**src/rtl/ad9226_axis_packer.sv**
```systemverilog
// Serialises the four AD9226 channel words captured on each eoc rise into AXI4-Stream beats.
// Optional macro AD9226_PACK_SIGNED_EN: convert offset-binary samples to sign-extended two's complement.
module ad9226_axis_packer #(
  parameter int unsigned ADC_DATA_WIDTH  = 12,
  parameter int unsigned AXIS_DATA_WIDTH = 16,
  parameter int unsigned FRAME_LEN       = 256
) (
  input  logic                       clk,
  input  logic                       rst_n,
  input  logic                       enable,
  input  logic                       eoc,
  input  logic [ADC_DATA_WIDTH-1:0]  data_in0,
  input  logic [ADC_DATA_WIDTH-1:0]  data_in1,
  input  logic [ADC_DATA_WIDTH-1:0]  data_in2,
  input  logic [ADC_DATA_WIDTH-1:0]  data_in3,
  output logic                       m_axis_tvalid,
  input  logic                       m_axis_tready,
  output logic [AXIS_DATA_WIDTH-1:0] m_axis_tdata,
  output logic [1:0]                 m_axis_tuser,
  output logic                       m_axis_tlast,
  output logic                       overrun,
  input  logic                       clr_overrun
);

  localparam int unsigned FCNT_W = (FRAME_LEN > 1) ? $clog2(FRAME_LEN) : 1;
  localparam logic [FCNT_W-1:0] FCNT_LAST = FCNT_W'(FRAME_LEN - 1);

  typedef enum logic {ST_IDLE, ST_SEND} state_t;

  state_t                                state_q, state_d;
  logic [1:0]                            idx_q, idx_d;
  logic [FCNT_W-1:0]                     fcnt_q, fcnt_d;
  logic [3:0][ADC_DATA_WIDTH-1:0]        sample_q, sample_d;
  logic                                  eoc_q;
  logic                                  overrun_d;
  logic                                  tvalid_d, tlast_d;
  logic [AXIS_DATA_WIDTH-1:0]            tdata_d;
  logic [1:0]                            tuser_d;
  logic                                  take, hs, last_hs;

  // Map one raw sample onto the stream word width.
  function automatic logic [AXIS_DATA_WIDTH-1:0] extend(input logic [ADC_DATA_WIDTH-1:0] s);
`ifdef AD9226_PACK_SIGNED_EN
    logic [ADC_DATA_WIDTH-1:0] t;
    t = s;
    t[ADC_DATA_WIDTH-1] = ~s[ADC_DATA_WIDTH-1];
    return AXIS_DATA_WIDTH'($signed(t));
`else
    return AXIS_DATA_WIDTH'(s);
`endif
  endfunction

  // Next-state, capture, frame count and registered-output values.
  always_comb begin
    state_d   = state_q;
    idx_d     = idx_q;
    fcnt_d    = fcnt_q;
    sample_d  = sample_q;
    overrun_d = overrun;

    take    = eoc & ~eoc_q & enable;
    hs      = m_axis_tvalid & m_axis_tready;
    last_hs = hs & (idx_q == 2'd3);

    if (clr_overrun) overrun_d = 1'b0;

    case (state_q)
      ST_IDLE: begin
        if (take) begin
          state_d  = ST_SEND;
          idx_d    = 2'd0;
          sample_d = {data_in3, data_in2, data_in1, data_in0};
        end
      end
      ST_SEND: begin
        if (hs) idx_d = idx_q + 2'd1;
        if (last_hs) begin
          state_d = ST_IDLE;
          fcnt_d  = (fcnt_q == FCNT_LAST) ? '0 : fcnt_q + FCNT_W'(1);
        end
        // A new set is only accepted when it lands on the final handshake.
        if (take) begin
          if (last_hs) begin
            state_d  = ST_SEND;
            idx_d    = 2'd0;
            sample_d = {data_in3, data_in2, data_in1, data_in0};
          end else begin
            overrun_d = 1'b1;
          end
        end
      end
      default: state_d = ST_IDLE;
    endcase

    tvalid_d = (state_d == ST_SEND);
    tdata_d  = extend(sample_d[idx_d]);
    tuser_d  = idx_d;
    tlast_d  = (idx_d == 2'd3) && (fcnt_d == FCNT_LAST);
  end

  // State and output registers.
  always_ff @(posedge clk or negedge rst_n) begin
    if (!rst_n) begin
      state_q       <= ST_IDLE;
      idx_q         <= 2'd0;
      fcnt_q        <= '0;
      sample_q      <= '0;
      eoc_q         <= 1'b1;
      overrun       <= 1'b0;
      m_axis_tvalid <= 1'b0;
      m_axis_tdata  <= '0;
      m_axis_tuser  <= 2'd0;
      m_axis_tlast  <= 1'b0;
    end else begin
      state_q       <= state_d;
      idx_q         <= idx_d;
      fcnt_q        <= fcnt_d;
      sample_q      <= sample_d;
      eoc_q         <= eoc;
      overrun       <= overrun_d;
      m_axis_tvalid <= tvalid_d;
      m_axis_tdata  <= tdata_d;
      m_axis_tuser  <= tuser_d;
      m_axis_tlast  <= tlast_d;
    end
  end

endmodule

```
**config.mk**
```make
export PLATFORM = sky130hd
export DESIGN_NAME = ad9226_axis_packer
export DESIGN_NICKNAME = d
export VERILOG_FILES = /design/src/rtl/ad9226_axis_packer.sv
export SDC_FILE = /design/constraint.sdc
export NUM_CORES = 1
export LEC_CHECK = 0
export BUFFER_PORTS_ARGS = -buffer_cell sky130_fd_sc_hd__buf_2
export CAP_MARGIN = 10
export CORE_MARGIN = 5
export CORE_UTILIZATION = 35
export DETAILED_ROUTE_END_ITERATION = 16
export GPL_ROUTABILITY_DRIVEN = 0
export PLACE_DENSITY = 0.61
export SKIP_LAST_GASP = 1
export SLEW_MARGIN = 20
export SYNTH_ARGS = -nofsm -noshare
export SYNTH_HDL_FRONTEND = slang
export SYNTH_SLANG_ARGS = --single-unit
```
**constraint.sdc**
```tcl
create_clock -name clk -period 5.2 [get_ports clk]
set_input_delay 1.04 -clock clk [delete_from_list [all_inputs] [get_ports clk]]
set_output_delay 1.04 -clock clk [all_outputs]
set_load 0.1 [all_outputs]
```
==> results of run 1 <==
==> area by class of cell <==
cell class                      instances  area [µm²]  share of cell area
Sequential cell                        74        1850               0.458
Timing Repair Buffer                   73         375              0.0928
Clock inverter                          4        72.6              0.0179
Clock buffer                           12         165              0.0408
Multi-Input combinational cell        141        1400               0.346
Tap cell                              129         161              0.0399
Inverter                                5        18.8             0.00464
==> layer usage <==
metal / vias up / track usage
met1: 1034 / 0.156
met5: - / 0
met2: 57 / 0.186
li1: 956 / -
met4: 0 / 0.0361
met3: 6 / 0.0555
==> metrics by stage <==
stage	setup WS, ps	area, µm²
final	2310	4040
after global routing	2210	4040
after global placement	2000	3810
after floorplan	2380	3390
after CTS	2340	4040
after detailed placement	1960	3810
==> registers in the layout (all words and copies together) (netlist names) <==
signal        flops
eoc_q             1
state_q           1
idx_q             2
sample_q         48
fcnt_q            8
m_axis_tdata     12
m_axis_tlast      1
overrun           1
==> how the worst max path moves through the flow <==
| stage | to | from | cells after the start |
|---|---|---|---|
| CTS | m_axis_tdata[10] | eoc | 7 |
| floorplan | m_axis_tdata[10] | idx_q[1] | 8 |
| global route | m_axis_tdata[0] | eoc | 7 |
| global placement | m_axis_tdata[6] | eoc | 7 |
| finish | m_axis_tdata[0] | eoc | 7 |
| detailed placement | m_axis_tdata[9] | eoc | 7 |
==> worst max-delay path, delay by kind of cell <==
family	cells	cell delay [ps]
buffers and inverters	2	670
multiplexers	3	980
AND/OR/NAND/NOR	2	370
==> cells in the final DEF, fill, tap and decap left out, drive strengths merged, types with 2 or more instances in the layout <==
cell type   n
mux2       86
dfrtp      73
buf        73
clkbuf     12
nand2      10
nor2        6
inv         5
o21ai       5
xnor2       4
conb        4
nand3       3
nand3b      2
o22ai       2
nand4       2
ha          2
bufinv      2
a21boi      2
==> power by group <==
part | internal [mW] | switching, mW | total, mW
sequential | 0.840 | 0.0947 | 0.934
combinational | 0.545 | 0.815 | 1.36
clock | 0.309 | 0.207 | 0.516
==> cells by family after synthesis <==
kind of cell | count (synthesis) | share of synthesized area
other cells | 1 | 0.00111
buf+inv | 20 | 0.0430
simple gates | 30 | 0.0485
fa+ha+maj | 2 | 0.00741
compound gates | 15 | 0.0308
mux | 86 | 0.310
xor+xnor | 4 | 0.0104
flops | 74 | 0.549
==> flow_summary.html, run 1 <==
<table>
<tr><th>Metric</th><th>Value</th></tr>
<tr><th colspan="2">Outcome</th></tr>
<tr><td>Run status</td><td>finished clean</td></tr>
<tr><th colspan="2">Timing</th></tr>
<tr><td># setup viols final</td><td>0</td></tr>
<tr><td>Final sum of negative setup slack</td><td>0 ps</td></tr>
<tr><td>Final worst path period need</td><td>2890 ps</td></tr>
<tr><td>Setup skew after layout</td><td>6.56 ps</td></tr>
<tr><td>Number of hold violations in the final report</td><td>0</td></tr>
<tr><td>Highest clock rate</td><td>346 MHz</td></tr>
<tr><td>RSZ-0062 raised after global routing</td><td>false</td></tr>
<tr><td>Hold slack final</td><td>494 ps</td></tr>
<tr><td>Period utilisation layout</td><td>0.556</td></tr>
<tr><td>Relative max-transition margin</td><td>0.374</td></tr>
<tr><td>Measured slew at the worst slew-check pin</td><td>939 ps</td></tr>
<tr><td>Number of pins exceeding their max-slew limit in the final report</td><td>0</td></tr>
<tr><th colspan="2">Die</th></tr>
<tr><td>Std-Cell Rows</td><td>35</td></tr>
<tr><td>DIE HEIGHT</td><td>108 µm</td></tr>
<tr><td>Core Box Area</td><td>9330 µm²</td></tr>
<tr><td>Die X-Extent</td><td>108 µm</td></tr>
<tr><td>Effective utilization at floorplan</td><td>0.362</td></tr>
<tr><td>Total I/O pin count</td><td>75</td></tr>
<tr><td>Area of the die</td><td>11700 µm²</td></tr>
<tr><th colspan="2">Min path</th></tr>
<tr><td>Number of instances on the worst hold path</td><td>1</td></tr>
<tr><td>Hold Crit Endpoint</td><td>sample_q[3]</td></tr>
<tr><td>Kind of path behind the tightest hold check</td><td>reg2reg</td></tr>
<tr><td>Beginning of the worst hold path</td><td>sample_q[3]</td></tr>
<tr><th colspan="2">Synth</th></tr>
<tr><td>Most instantiated cells after synthesis</td><td>73 x dfrtp_1, 53 x mux2_2, 21 x mux2_4, 12 x mux2_1, 9 x nand2_1</td></tr>
<tr><td>Library cell with the highest instance count after synthesis</td><td>dfrtp_1</td></tr>
<tr><td>Count of distinct cell types in the synthesized netlist</td><td>37</td></tr>
<tr><td>Number of synthesized register bits</td><td>74</td></tr>
<tr><td>Seq/Total Area, Yosys</td><td>0.549</td></tr>
<tr><td>Number of flops mapped to enable cells by yosys</td><td>0</td></tr>
<tr><td>Average cell area after synthesis</td><td>14.6 µm²</td></tr>
<tr><td>Area of the mapped netlist</td><td>3380 µm²</td></tr>
<tr><td>Synth Instances</td><td>232</td></tr>
<tr><td>Dominant synthesized flop cell</td><td>dfrtp_1</td></tr>
<tr><td>Share of synthesized registers carrying an async set or reset</td><td>1.00</td></tr>
<tr><td>Cell accounting for the most synthesized area</td><td>dfrtp_1</td></tr>
<tr><td>Number of warnings issued by yosys</td><td>0</td></tr>
<tr><td>Ranking of synthesized cells by area</td><td>dfrtp_1 54%, mux2_2 18%, mux2_4 9.3%</td></tr>
<tr><td>Fraction of synthesized cell area taken by the top area cell type</td><td>0.541</td></tr>
<tr><th colspan="2">CTS</th></tr>
<tr><td>Hold_buf cts</td><td>0</td></tr>
<tr><td>Resize count post-CTS</td><td>0</td></tr>
<tr><td>Insertion delay to the later sink of the worst-skew pair</td><td>340 ps</td></tr>
<tr><td>Maximum buffer depth of the clock tree</td><td>2</td></tr>
<tr><td>CTS tree</td><td>done</td></tr>
<tr><td>H-tree depth</td><td>3</td></tr>
<tr><td>Count of clock tree sinks</td><td>74</td></tr>
<tr><td>Post-CTS Repair Setup Buffers</td><td>0</td></tr>
<tr><td>Root buffer selected by CTS</td><td>clkbuf_8</td></tr>
<tr><td>Clock transition time at the flip-flop clock pins of the worst setup and hold paths</td><td>70 ps</td></tr>
<tr><td>Number of buffers created by CTS</td><td>9</td></tr>
<tr><th colspan="2">Setup path</th></tr>
<tr><td>Maximum fanout along the worst path</td><td>48</td></tr>
<tr><td>Max stage delay on crit path</td><td>580 ps</td></tr>
<tr><td>Required arrival time at the worst endpoint</td><td>5420 ps</td></tr>
<tr><td>R2R Path Start</td><td>idx_q[0]</td></tr>
<tr><td>Cell-by-cell listing of the critical path</td><td>buf_2 -&gt; nand3b_1 -&gt; nor2_4 -&gt; buf_4 -&gt; mux2_2 -&gt; mux2_1 -&gt; mux2_2</td></tr>
<tr><td>Slowest stage cell, crit path</td><td>buf_4</td></tr>
<tr><td>Startpoint types</td><td>input port</td></tr>
<tr><td>Startpoint-to-endpoint class of the critical path</td><td>in2reg</td></tr>
<tr><td>Critical path endpoint category</td><td>flip-flop</td></tr>
<tr><td>Arrival time reported for the critical path endpoint</td><td>3110 ps</td></tr>
<tr><td>Capture instance of the worst register-to-register path</td><td>m_axis_tdata[11]</td></tr>
<tr><td>Worst reg-to-reg path cell count</td><td>7</td></tr>
<tr><td>Cell mode on critical path</td><td>mux2_2</td></tr>
<tr><td>Setup slack on the worst flop-to-flop path</td><td>2560 ps</td></tr>
<tr><th colspan="2">Layout</th></tr>
<tr><td>Number of filler instances in the final layout</td><td>877</td></tr>
<tr><td>Core Util, Final</td><td>0.434</td></tr>
<tr><td>Layout area overhead</td><td>19.7%</td></tr>
<tr><td>Final instance count without filler cells</td><td>438</td></tr>
<tr><td>Fraction of layout instances using a drive strength above 1</td><td>0.540</td></tr>
<tr><td>Number of diodes added for antenna fixing</td><td>0</td></tr>
<tr><td>Number of nets at the end of the flow</td><td>360</td></tr>
<tr><th colspan="2">Global route</th></tr>
<tr><td>Global-route usage over all layers</td><td>0.122</td></tr>
<tr><td>Pin count of the biggest net entering global routing</td><td>75</td></tr>
<tr><td>Initial antenna violation count</td><td>0</td></tr>
<tr><td>Remaining Overflow, GRT</td><td>0</td></tr>
<tr><td>Vias in the first global route</td><td>2189</td></tr>
<tr><td>First-pass GRT wire length</td><td>10900 µm</td></tr>
<tr><th colspan="2">Routing</th></tr>
<tr><td>Top Layer Used</td><td>met4</td></tr>
<tr><td>Count of nets left with antenna violations after detail routing</td><td>0</td></tr>
<tr><td>Routed met2 length</td><td>3110 µm</td></tr>
<tr><td>Vias</td><td>2053</td></tr>
<tr><td>Total detailed-routing wirelength</td><td>6720 µm</td></tr>
<tr><td>Average wire length per cell after detail routing</td><td>15.3 µm</td></tr>
<tr><td>Met1 layer wirelength in the final routing</td><td>3030 µm</td></tr>
<tr><td>Vias per Instance</td><td>4.69</td></tr>
<tr><td>Routed length on met3</td><td>509 µm</td></tr>
<tr><td>Drt first pass iters</td><td>4</td></tr>
<tr><td>Detailed-route DRC error count</td><td>0</td></tr>
<tr><td>Drt first-iter violations</td><td>57</td></tr>
<tr><th colspan="2">Placement</th></tr>
<tr><td>Count of input and output buffers</td><td>70</td></tr>
<tr><td>Dpl hpwl</td><td>4580 µm</td></tr>
<tr><td>Total instance count after detailed placement</td><td>422</td></tr>
<tr><th colspan="2">Power and ir drop</th></tr>
<tr><td>LEAKAGE</td><td>1.87 nW</td></tr>
<tr><td>Pwr per Cell Area</td><td>695 nW/µm²</td></tr>
<tr><td>Total Power</td><td>2.81 mW</td></tr>
<tr><td>Largest vdd supply drop</td><td>0.563 mV</td></tr>
<tr><th colspan="2">Run</th></tr>
<tr><td>Max cap viols</td><td>0</td></tr>
</table>
Power figures use the tool's default switching activity.
==> inputs of run 2 (changes only) <==
ABC_AREA = 1   (was not set)
PLACE_DENSITY = 0.6   (was 0.61)
clock period = 2.7 ns   (was 5.2 ns; I/O delays follow)
==> run 2 against run 1 <==
  * Non-clock buffer count increased by 5
  * Clock power increased by 38%
  * Clock skew increased by 2.6 ps
==> flow_summary.html, run 2 <==
<table>
<tr><th>Metric</th><th>Value</th></tr>
<tr><th colspan="2">Synth</th></tr>
<tr><td>Most instantiated cells after synthesis</td><td>163 x nand2_1, 73 x dfrtp_1, 67 x inv_1, 36 x nand3_1, 34 x o21ai_1</td></tr>
<tr><td>Share of synthesized registers carrying an async set or reset</td><td>1.00 (unchanged)</td></tr>
<tr><td>Area of the mapped netlist</td><td>3470 µm² (+2.8%)</td></tr>
<tr><td>Dominant synthesized flop cell</td><td>dfrtp_1</td></tr>
<tr><td>Ranking of synthesized cells by area</td><td>dfrtp_1 53%, nand2_1 18%, inv_1 7.2%</td></tr>
<tr><td>Number of flops mapped to enable cells by yosys</td><td>0 (unchanged)</td></tr>
<tr><td>Fraction of synthesized cell area taken by the top area cell type</td><td>0.526 (-0.0146)</td></tr>
<tr><td>Number of synthesized register bits</td><td>74 (unchanged)</td></tr>
<tr><td>Seq/Total Area, Yosys</td><td>0.534 (-0.0148)</td></tr>
<tr><td>Library cell with the highest instance count after synthesis</td><td>nand2_1</td></tr>
<tr><td>Number of warnings issued by yosys</td><td>0 (unchanged)</td></tr>
<tr><td>Average cell area after synthesis</td><td>7.83 µm² (-46%)</td></tr>
<tr><td>Synth Instances</td><td>443 (+91%)</td></tr>
<tr><td>Count of distinct cell types in the synthesized netlist</td><td>26 (-30%)</td></tr>
<tr><td>Cell accounting for the most synthesized area</td><td>dfrtp_1</td></tr>
<tr><th colspan="2">Power and ir drop</th></tr>
<tr><td>LEAKAGE</td><td>2.29 nW (+23%)</td></tr>
<tr><td>Total Power</td><td>4.91 mW (+75%)</td></tr>
<tr><td>Largest vdd supply drop</td><td>0.700 mV (+24%)</td></tr>
<tr><td>Pwr per Cell Area</td><td>1200 nW/µm² (+73%)</td></tr>
<tr><th colspan="2">Timing</th></tr>
<tr><td>RSZ-0062 raised after global routing</td><td>false</td></tr>
<tr><td>Final worst path period need</td><td>1910 ps</td></tr>
<tr><td>Number of pins exceeding their max-slew limit in the final report</td><td>0 (unchanged)</td></tr>
<tr><td>Number of hold violations in the final report</td><td>0 (unchanged)</td></tr>
<tr><td>Hold slack final</td><td>99.8 ps (-394 ps)</td></tr>
<tr><td># setup viols final</td><td>0 (unchanged)</td></tr>
<tr><td>Setup skew after layout</td><td>9.18 ps (+2.63 ps)</td></tr>
<tr><td>Setup WS post-layout</td><td>795 ps (-1520 ps)</td></tr>
<tr><td>Highest clock rate</td><td>525 MHz</td></tr>
<tr><td>Final sum of negative setup slack</td><td>0 ps (unchanged)</td></tr>
<tr><td>Period utilisation layout</td><td>0.706</td></tr>
<tr><th colspan="2">Die</th></tr>
<tr><td>Effective utilization at floorplan</td><td>0.357 (-0.00530)</td></tr>
<tr><td>Area of the die</td><td>12000 µm² (+2.5%)</td></tr>
<tr><td>Std-Cell Rows</td><td>36 (+2.9%)</td></tr>
<tr><td>DIE HEIGHT</td><td>110 µm (+1.3%)</td></tr>
<tr><td>Die X-Extent</td><td>110 µm (+1.3%)</td></tr>
<tr><td>Total I/O pin count</td><td>75 (unchanged)</td></tr>
<tr><td>Core Box Area</td><td>9730 µm² (+4.3%)</td></tr>
<tr><th colspan="2">Layout</th></tr>
<tr><td>Layout area overhead</td><td>17.8%</td></tr>
<tr><td>Post-route standard cell area excluding fillers</td><td>4090 µm² (+1.1%)</td></tr>
<tr><td>Number of nets at the end of the flow</td><td>566 (+57%)</td></tr>
<tr><td>Largest Register</td><td>sample_q</td></tr>
<tr><td>Top library cells by usage in the layout, fill and taps aside</td><td>163 x nand2_1, 73 x dfrtp_1, 70 x buf_2</td></tr>
<tr><td>Final instance count without filler cells</td><td>647 (+48%)</td></tr>
<tr><td>Fraction of layout instances using a drive strength above 1</td><td>0.187 (-0.354)</td></tr>
<tr><td>Most common cell after layout, fill and taps aside</td><td>nand2_1</td></tr>
<tr><td>Flip-flop count of the largest register, all copies and words added</td><td>48 (unchanged)</td></tr>
<tr><td>Top flop regs</td><td>sample_q (48), m_axis_tdata (12), fcnt_q (8)</td></tr>
<tr><td>Core Util, Final</td><td>0.420 (-0.0134)</td></tr>
<tr><td>Number of diodes added for antenna fixing</td><td>0 (unchanged)</td></tr>
<tr><th colspan="2">CTS</th></tr>
<tr><td>Root buffer selected by CTS</td><td>clkbuf_8</td></tr>
<tr><td>Maximum buffer depth of the clock tree</td><td>2 (unchanged)</td></tr>
<tr><td>Insertion delay to the later sink of the worst-skew pair</td><td>340 ps (about the same)</td></tr>
<tr><td>Clock transition time at the flip-flop clock pins of the worst setup and hold paths</td><td>80 ps (about the same)</td></tr>
<tr><td>CTS tree</td><td>done</td></tr>
<tr><td>H-tree depth</td><td>3 (unchanged)</td></tr>
<tr><td>Resize count post-CTS</td><td>0 (unchanged)</td></tr>
<tr><td>Hold_buf cts</td><td>0 (unchanged)</td></tr>
<tr><td>Count of clock tree sinks</td><td>74 (unchanged)</td></tr>
<tr><td>Number of buffers created by CTS</td><td>9 (unchanged)</td></tr>
<tr><td>Post-CTS Repair Setup Buffers</td><td>0 (unchanged)</td></tr>
<tr><th colspan="2">Routing</th></tr>
<tr><td>Count of nets left with antenna violations after detail routing</td><td>0 (unchanged)</td></tr>
<tr><td>Vias per Instance</td><td>4.47 (-4.7%)</td></tr>
<tr><td>Total detailed-routing wirelength</td><td>8370 µm (+25%)</td></tr>
<tr><td>Drt first-iter violations</td><td>145 (+150%)</td></tr>
<tr><td>Detailed-route DRC error count</td><td>0 (unchanged)</td></tr>
<tr><td>Average wire length per cell after detail routing</td><td>12.9 µm (-16%)</td></tr>
<tr><td>Drt first pass iters</td><td>4 (unchanged)</td></tr>
<tr><td>Vias</td><td>2891 (+41%)</td></tr>
<tr><th colspan="2">Setup path</th></tr>
<tr><td>Required arrival time at the worst endpoint</td><td>2160 ps (-3260 ps)</td></tr>
<tr><td>Startpoint types</td><td>flip-flop</td></tr>
<tr><td>Critical path buffer and inverter count</td><td>1 (-1)</td></tr>
<tr><td>Critical path endpoint category</td><td>output port</td></tr>
<tr><td>Arrival time reported for the critical path endpoint</td><td>1370 ps (-1740 ps)</td></tr>
<tr><td>Cell class contributing the biggest share of worst-path delay</td><td>flip-flops</td></tr>
<tr><td>Cell-by-cell listing of the critical path</td><td>buf_2</td></tr>
<tr><td>Maximum fanout along the worst path</td><td>7 (-85%)</td></tr>
<tr><td>Startpoint-to-endpoint class of the critical path</td><td>reg2out</td></tr>
<tr><td>Max stage delay on crit path</td><td>530 ps (-50 ps)</td></tr>
<tr><td>Slowest stage cell, crit path</td><td>dfrtp_1</td></tr>
<tr><th colspan="2">Placement</th></tr>
<tr><td>DP Area</td><td>3940 µm² (+3.4%)</td></tr>
<tr><td>Post-Place Setup Slack</td><td>750 ps (-1210 ps)</td></tr>
<tr><td>Dpl hpwl</td><td>6130 µm (+34%)</td></tr>
<tr><td>Total instance count after detailed placement</td><td>632 (+50%)</td></tr>
<tr><td>Count of input and output buffers</td><td>70 (unchanged)</td></tr>
<tr><th colspan="2">Global route</th></tr>
<tr><td>Pin count of the biggest net entering global routing</td><td>74 (-1.3%)</td></tr>
<tr><td>Initial antenna violation count</td><td>0 (unchanged)</td></tr>
<tr><td>Global-route usage over all layers</td><td>0.150 (+0.0278)</td></tr>
<tr><td>Remaining Overflow, GRT</td><td>0 (unchanged)</td></tr>
<tr><td>Vias in the first global route</td><td>2895 (+32%)</td></tr>
<tr><td>First-pass GRT wire length</td><td>13800 µm (+26%)</td></tr>
<tr><th colspan="2">Run</th></tr>
<tr><td>Max cap viols</td><td>0 (unchanged)</td></tr>
<tr><th colspan="2">Min path</th></tr>
<tr><td>Kind of path behind the tightest hold check</td><td>in2async</td></tr>
<tr><th colspan="2">Outcome</th></tr>
<tr><td>Run status</td><td>finished clean</td></tr>
</table>
==> run 2: changes by cell type after synthesis, moves of 7 or more <==
cell / previous run / this run
mux2_2: 53 / 0
mux2_1: 12 / 0
nand3_1: 3 / 36
o21ai_1: 1 / 34
mux2_4: 21 / 0
o21ai_0: 4 / 15
nor2_1: 6 / 14
inv_1: 5 / 67
nand2_1: 9 / 163
buf_2: 2 / 9
==> run 2: worst reg2reg max path: cells and delay by family, from the launching register on <==
family	cells	cell delay [ps]
flops	1	410
buf+inv	1	370
fa+ha+maj	1	250
simple gates	6	590
compound gates	1	180
==> run 2: path summary, 6_finish.rpt <==
kind,start,end,cells after the start,slack (ps)
worst max-delay path,state_q,m_axis_tvalid,1,790
worst min-delay path,rst_n,fcnt_q[4],1,100
worst max register to register,idx_q[0],m_axis_tdata[6],9,790
worst min register to register,sample_q[31],sample_q[31],2,470
max in group asynchronous,rst_n,eoc_q,2,2030
min in group clk,eoc,eoc_q,1,320
==> run 2: where the power goes <==
group,internal [mW],leakage (nW),total (mW),switching (mW)
registers,1.59,0.919,1.78,0.191
clock network,0.323,0.0827,0.710,0.387
logic,0.595,1.29,2.42,1.82
==> run 2: per-layer routing <==
| layer | GRT usage | wire (µm) |
|---|---|---|
| met3 | 0.0288 | 347 |
| met5 | 0 | 0 |
| met2 | 0.247 | 4060 |
| met4 | 0.0534 | 121 |
| met1 | 0.196 | 3840 |
==> run 2: kinds of logic (layout without fill, tap and decap cells) <==
family	count (synthesis)	in the layout	synth area share
AO/OA/AOI/OAI	52	52	0.0753
XOR/XNOR	2	2	0.00505
adder cells (fa/ha/maj)	2	2	0.00721
buffers and inverters	92	160	0.115
flip-flops	74	74	0.534
other	1	4	0.00108
AND/OR/NAND/NOR	220	220	0.262
==> run 2: final cells by class <==
class                      instances  area (µm²)
clock buffer                      11         131
clock inverter                     4        20.0
fill                            1052        5640
inverter                          67         251
multi-input combinational        280        1230
sequential                        74        1850
tap                              133         166
timing repair buffer              78         435
